[src/rtl/ish_adder_pkg.sv]
// Shared definitions for the registered accumulate/add block.
// Holds the op encodings and the output-register state type.
package ish_adder_pkg;

    localparam int OP_W = 2;

    typedef enum logic [OP_W-1:0] {
        OP_ADD = 2'b00,
        OP_SUB = 2'b01,
        OP_ACC = 2'b10,
        OP_CLR = 2'b11
    } op_e;

    typedef enum logic {
        ST_EMPTY = 1'b0,
        ST_FULL  = 1'b1
    } out_state_e;

endpackage

[src/rtl/ish_addsub_core.sv]
// Combinational add/subtract with carry/borrow, signed overflow and optional unsigned clamp.
// carry/overflow always describe the raw operation, even when the sum is clamped.
module ish_addsub_core
    import ish_adder_pkg::*;
#(
    parameter int WIDTH    = 8,
    parameter int SATURATE = 0
) (
    input  logic [WIDTH-1:0] x,
    input  logic [WIDTH-1:0] y,
    input  logic [OP_W-1:0]  op,
    output logic [WIDTH-1:0] sum,
    output logic             carry,
    output logic             overflow
);

    op_e              w_op;
    logic [WIDTH:0]   w_raw;

    assign w_op = op_e'(op);

    always_comb begin
        w_raw    = '0;
        carry    = 1'b0;
        overflow = 1'b0;
        case (w_op)
            OP_ADD, OP_ACC: begin
                w_raw    = {1'b0, x} + {1'b0, y};
                carry    = w_raw[WIDTH];
                overflow = (x[WIDTH-1] == y[WIDTH-1]) && (w_raw[WIDTH-1] != x[WIDTH-1]);
            end
            OP_SUB: begin
                // The extra MSB of the widened difference is the borrow (x < y).
                w_raw    = {1'b0, x} - {1'b0, y};
                carry    = w_raw[WIDTH];
                overflow = (x[WIDTH-1] != y[WIDTH-1]) && (w_raw[WIDTH-1] != x[WIDTH-1]);
            end
            default: begin
                w_raw    = '0;
                carry    = 1'b0;
                overflow = 1'b0;
            end
        endcase

        sum = w_raw[WIDTH-1:0];
        if ((SATURATE != 0) && carry) begin
            sum = (w_op == OP_SUB) ? '0 : '1;
        end
    end

endmodule

[src/rtl/ish_accum_adder.sv]
// Registered add/sub/accumulate/clear unit with valid/ready handshakes.
// Keeps a running accumulator and sticky carry/overflow flags fed by ACC ops.
module ish_accum_adder
    import ish_adder_pkg::*;
#(
    parameter int WIDTH    = 8,
    parameter int SATURATE = 0
) (
    input  logic             clk,
    input  logic             rst,
    input  logic             in_valid,
    output logic             in_ready,
    input  logic [WIDTH-1:0] a,
    input  logic [WIDTH-1:0] b,
    input  logic [OP_W-1:0]  op,
    output logic             out_valid,
    input  logic             out_ready,
    output logic [WIDTH-1:0] result,
    output logic             carry,
    output logic             overflow,
    output logic [WIDTH-1:0] acc,
    output logic             sticky_carry,
    output logic             sticky_ovf
);

    out_state_e       r_state;
    out_state_e       w_state_nxt;
    logic [WIDTH-1:0] r_result;
    logic             r_carry;
    logic             r_ovf;
    logic [WIDTH-1:0] r_acc;
    logic             r_sticky_c;
    logic             r_sticky_v;

    logic             w_accept;
    op_e              w_op;
    logic [WIDTH-1:0] w_x;
    logic [WIDTH-1:0] w_sum;
    logic             w_carry;
    logic             w_ovf;

    assign w_op     = op_e'(op);
    assign in_ready = (r_state == ST_EMPTY) || out_ready;
    assign w_accept = in_valid && in_ready;

    // ACC adds operand A onto the accumulator; everything else works on A/B.
    assign w_x = (w_op == OP_ACC) ? r_acc : a;

    ish_addsub_core #(
        .WIDTH    (WIDTH),
        .SATURATE (SATURATE)
    ) u_core (
        .x        (w_x),
        .y        ((w_op == OP_ACC) ? a : b),
        .op       (op),
        .sum      (w_sum),
        .carry    (w_carry),
        .overflow (w_ovf)
    );

    always_ff @(posedge clk or posedge rst) begin
        if (rst) begin
            r_state <= ST_EMPTY;
        end else begin
            r_state <= w_state_nxt;
        end
    end

    always_comb begin
        w_state_nxt = r_state;
        if (w_accept) begin
            w_state_nxt = ST_FULL;
        end else if (out_ready) begin
            w_state_nxt = ST_EMPTY;
        end
    end

    always_ff @(posedge clk or posedge rst) begin
        if (rst) begin
            r_result   <= '0;
            r_carry    <= 1'b0;
            r_ovf      <= 1'b0;
            r_acc      <= '0;
            r_sticky_c <= 1'b0;
            r_sticky_v <= 1'b0;
        end else if (w_accept) begin
            r_result <= w_sum;
            r_carry  <= w_carry;
            r_ovf    <= w_ovf;
            case (w_op)
                OP_ACC: begin
                    r_acc      <= w_sum;
                    r_sticky_c <= r_sticky_c | w_carry;
                    r_sticky_v <= r_sticky_v | w_ovf;
                end
                OP_CLR: begin
                    r_acc      <= '0;
                    r_sticky_c <= 1'b0;
                    r_sticky_v <= 1'b0;
                end
                default: begin
                    r_acc <= r_acc;
                end
            endcase
        end
    end

    assign out_valid    = (r_state == ST_FULL);
    assign result       = r_result;
    assign carry        = r_carry;
    assign overflow     = r_ovf;
    assign acc          = r_acc;
    assign sticky_carry = r_sticky_c;
    assign sticky_ovf   = r_sticky_v;

endmodule

[config.mk]
export PLATFORM = sky130hd
export DESIGN_NAME = ish_accum_adder
export DESIGN_NICKNAME = d
export VERILOG_FILES = /design/src/rtl/ish_adder_pkg.sv /design/src/rtl/ish_addsub_core.sv /design/src/rtl/ish_accum_adder.sv
export SDC_FILE = /design/constraint.sdc
export NUM_CORES = 1
export LEC_CHECK = 0
export CAP_MARGIN = 20
export CORE_MARGIN = 5
export CORE_UTILIZATION = 34
export CTS_CLUSTER_DIAMETER = 50
export CTS_CLUSTER_SIZE = 40
export DETAILED_ROUTE_END_ITERATION = 12
export PLACE_DENSITY_LB_ADDON = 0.05
export SYNTH_ARGS = -nofsm -noshare
export SYNTH_HDL_FRONTEND = slang
export SYNTH_SLANG_ARGS = --single-unit
[constraint.sdc]
create_clock -name clk -period 3.2 [get_ports clk]
set_clock_uncertainty 0.15 [all_clocks]
set_input_delay 0.48 -clock clk [delete_from_list [all_inputs] [get_ports clk]]
set_output_delay 0.48 -clock clk [all_outputs]
set_load 0.02 [all_outputs]
==> results of run 1 <==
## metal layers
metal  vias up  track usage  part of all wire
met4         0       0.0234            0.0089
met5         -            0                 0
li1        875            -                 -
met2        40        0.251              0.48
met1       791        0.192              0.46
met3         6       0.0365             0.047
## through the flow
step	utilization	TNS, ns	cell area, µm²	cells
after global placement	0.501	-3.08	2590	346
after CTS	0.515	0	2660	350
after floorplan	-	0	1840	206
after global routing	0.527	0	2730	350
after detailed placement	0.501	-3.31	2590	346
final	0.527	0	2730	350
## critical path, stage by stage
cell and delay [ns]:
sky130_fd_sc_hd__dlygate4sd2_1 0.25, sky130_fd_sc_hd__inv_2 0.07, sky130_fd_sc_hd__nand2_4 0.15, sky130_fd_sc_hd__mux2_2 0.37, sky130_fd_sc_hd__ha_1 0.21, sky130_fd_sc_hd__fa_2 0.36
sky130_fd_sc_hd__a211oi_2 0.22, sky130_fd_sc_hd__nor2_2 0.09, sky130_fd_sc_hd__o21a_1 0.17, sky130_fd_sc_hd__o211ai_1 0.20, sky130_fd_sc_hd__o211ai_1 0.11, sky130_fd_sc_hd__mux2_2 0.27
## sequential cells by signal (all words and copies together) (netlist names)
register	count
sticky_ovf	1
acc	8
out_valid	1
result	8
overflow	1
sticky_carry	1
carry	1
## cells in the mapped netlist (all sizes together), types with 2 or more instances
cell	instances
nor2b	3
o21ai	15
xor2	6
nor3	8
ha	16
o211ai	2
fa	2
nand2	17
dfrtp	21
o21a	4
a21o	3
a31oi	5
mux2	18
buf	7
a211oi	5
clkbuf	4
o31ai	4
inv	16
mux2i	2
nor2	15
nand2b	6
or3	2
a21oi	9
## how the worst max path moves through the flow
stage / startpoint / to / cells past startpoint
floorplan: op[0] / result[6] / 12
global placement: op[0] / result[6] / 12
detailed placement: op[0] / result[6] / 12
CTS: op[1] / result[6] / 11
global route: op[0] / result[6] / 12
finish: op[0] / result[6] / 12
## final cells by class
cell class | count | area (µm²)
Multi-Input combinational cell | 158 | 1270
Inverter | 16 | 60.1
Sequential cell | 21 | 526
Fill cell | 499 | 2450
Tap cell | 70 | 87.6
Clock inverter | 1 | 7.51
Clock buffer | 3 | 41.3
Timing Repair Buffer | 81 | 729
## cell families after synthesis
| family | count (synthesis) | share of synthesized area |
|---|---|---|
| and+or+nand+nor | 56 | 0.150 |
| xor gates and xnor gates | 7 | 0.0334 |
| muxes | 20 | 0.123 |
| AOI/OAI and AO/OA | 57 | 0.211 |
| adders and majority gates | 18 | 0.131 |
| buffers and inverters | 27 | 0.0641 |
| DFF | 21 | 0.286 |
## cells in the final DEF, fill, tap and decap left out, types with 2 or more instances in the layout
| cell | netlist | final |
|---|---|---|
| sky130_fd_sc_hd__buf_4 | 1 | 37 |
| sky130_fd_sc_hd__nor3_1 | 7 | 6 |
| sky130_fd_sc_hd__o21ai_0 | 12 | 11 |
| sky130_fd_sc_hd__nor3_2 | 1 | 2 |
| sky130_fd_sc_hd__o31ai_1 | 4 | 4 |
| sky130_fd_sc_hd__o21ai_1 | 3 | 3 |
| sky130_fd_sc_hd__a211oi_1 | 4 | 3 |
| sky130_fd_sc_hd__inv_1 | 15 | 15 |
| sky130_fd_sc_hd__ha_1 | 16 | 13 |
| sky130_fd_sc_hd__nand2_1 | 16 | 16 |
| sky130_fd_sc_hd__clkbuf_8 | 0 | 3 |
| sky130_fd_sc_hd__o21a_1 | 4 | 4 |
| sky130_fd_sc_hd__a31oi_1 | 4 | 4 |
| sky130_fd_sc_hd__a21o_1 | 3 | 3 |
| sky130_fd_sc_hd__o211ai_1 | 2 | 2 |
| sky130_fd_sc_hd__clkdlybuf4s50_1 | 0 | 41 |
| sky130_fd_sc_hd__nor2_1 | 15 | 13 |
| sky130_fd_sc_hd__xor2_1 | 6 | 6 |
| sky130_fd_sc_hd__nor2_2 | 0 | 2 |
| sky130_fd_sc_hd__a21oi_1 | 9 | 8 |
| sky130_fd_sc_hd__dfrtp_1 | 21 | 21 |
| sky130_fd_sc_hd__ha_4 | 0 | 2 |
| sky130_fd_sc_hd__nand2b_1 | 6 | 6 |
| sky130_fd_sc_hd__nor2b_1 | 3 | 3 |
| sky130_fd_sc_hd__mux2_4 | 1 | 2 |
| sky130_fd_sc_hd__mux2_2 | 17 | 16 |
| sky130_fd_sc_hd__or3_1 | 2 | 2 |
## timing repair
item / CTS / global route
setup endpoints to repair: 9 / 8
gates resized for setup: 6 / 14
hold endpoints to repair: 0 / 0
pin swaps: 2 / 4
## power by group through the flow
stage               combinational, W  sequential [W]  clock, W
floorplan                   0.000322        0.000444         0
global placement            0.000719        0.000379         0
detailed placement          0.000721        0.000379         0
finish                      0.000751        0.000372  0.000178
CTS                         0.000734        0.000374  0.000185
global route                0.000820        0.000382  0.000202
==> reports/metrics.csv, run 1 <==
stage;metric;value;unit
run_status;status;complete, no violations;
power;p_leak;1.22;nW
floorplan;die_height;83.5;µm
cells_and_area;antenna-diode-count;0;
synthesis;yosysWarningCount;0;
power;seq_power_share;0.286;
worst_setup_path;end_kind;flip-flop;
detailed_routing;wl;4930;µm
worst_setup_path;critical_path_arrival;2.93;ns
timing;tmin_final;2.94;ns
timing;min_period_over_period;0.917;
clock_tree;cts_sinks;21;
detailed_routing;via_count;1712;
worst_setup_path;rr_startpoint;acc[1];
power;power.switching;0.000496;W
global_route;gr-usage-all-layers;0.147;
synthesis;cell_area_after_synthesis;0.00183;mm²
worst_setup_path;worstSetupPathType;in -> reg;
synthesis;postSynthRegisterBits;21;
power;power;0.00130;W
timing;finalHoldWorstSlack;0.344;ns
synthesis;synthDominantCellAreaShare;0.286;
min_path;hold_start;result[3];
clock_tree;clock_tree.root_cell;sky130_fd_sc_hd__clkbuf_8;
timing;setup_viol;0;
placement;hpwl;4090;µm
synthesis;ys_top_cells_by_area;sky130_fd_sc_hd__dfrtp_1 (29%), sky130_fd_sc_hd__ha_1 (11%), sky130_fd_sc_hd__mux2_2 (10%);
worst_setup_path;critPathMaxFanout;7;
clock_tree;cts-buffers-inserted;3;
job;max_cap_viol_count;0;
cells_and_area;area_delta_synth_final;48.6;%
synthesis;netlist.top_cell.by_area;sky130_fd_sc_hd__dfrtp_1;
timing;fmax;0.341;GHz
clock_tree;clkLatencyLatePin;0.26;ns
timing;timing_hold_violations_final;0;
floorplan;chipWidth;83.5;µm
synthesis;syn_nets;246;
clock_tree;path_clk_slew;0.08;ns
floorplan;core_box_area;0.00517;mm²
clock_tree;clock_tree_from_tritoncts;built;
worst_setup_path;startpoint_type;input pin;
power;vdd_drop_max;0.277;mV
power;p_comb_frac;0.578;
global_route;pin_count_of_the_biggest_net_entering_global_routing;22;
detailed_routing;final_ant_viol_nets;0;
synthesis;syn_avg_cell_area;8.90;µm²
synthesis;synth-seq-area-share;0.286;
detailed_routing;avgRoutedWirePerCell;14.1;µm
timing;post-route-worst-setup-slack;0.264;ns
cells_and_area;finish.net_count;321;
power;part_of_the_total_power_dissipated_in_the_clock_network;0.137;
placement;gp_congestion;0.847;
timing;relSlewSlack;0.482;
global_route;antenna_found_initial;0;
timing;grt_setup_unrepaired;false;
power;pwrdens;477;mW/mm²
floorplan;pin_count;44;
clock_tree;count_of_h_tree_levels_built_during_cts;1;
floorplan;core.rowCount;26;
synthesis;synth-edff-count;0;
global_route;grt_overflow;0;
power;p_int;0.000805;W
worst_setup_path;reg2reg_setup_slack;0.62;ns
clock_tree;postCtsSetupRepairBufs;0;
floorplan;initial_utilization;0.355;
global_route;grt_first_pass_wirelength;8490;µm
floorplan;die-area;0.00696;mm²
synthesis;ys_types;49;
clock_tree;postCtsHoldBufs;0;
timing;slew_at_the_pin_with_the_worst_max_slew_slack;0.776;ns
worst_setup_path;worst_r2r_path_depth;9;
cells_and_area;drive_above_1_share;0.282;
detailed_routing;drt-vias-per-instance;4.89;
clock_tree;ctsLongestPathBuffers;2;
placement;placement.setup.worst_slack;-0.382;ns
detailed_routing;drt_first_iter_violations;51;
synthesis;netlist_instances;206;
placement;port_buffers;43;
min_path;cell_count_of_the_worst_hold_path;2;
global_route;vias_in_the_first_global_route;1820;
min_path;hold-path-endpoint;result[3];
detailed_routing;drc;0;
synthesis;asyncSetResetFlopFracSynth;1.00;
synthesis;yosys_most_used_dff;sky130_fd_sc_hd__dfrtp_1;
worst_setup_path;required;3.20;ns
min_path;min-delay-path-class;reg -> reg;
detailed_routing;dr.pass1.iters;4;
timing;final_max_tran_viols;0;
power;power_switching_share;0.381;
worst_setup_path;regToRegEndpoint;acc[5];
No activity file was read; power rests on OpenSTA's default activity.
==> run 2: changes to the inputs <==
--- a/config.mk
+++ b/config.mk
@@ -9,7 +9,7 @@
 export CORE_MARGIN = 5
 export CORE_UTILIZATION = 34
 export CTS_CLUSTER_DIAMETER = 50
-export CTS_CLUSTER_SIZE = 40
+export CTS_CLUSTER_SIZE = 12
 export DETAILED_ROUTE_END_ITERATION = 12
 export PLACE_DENSITY_LB_ADDON = 0.05
 export SYNTH_ARGS = -nofsm -noshare
==> results of run 2 <==
No change in the layout: final DEF, timing and power equal those of run 1.
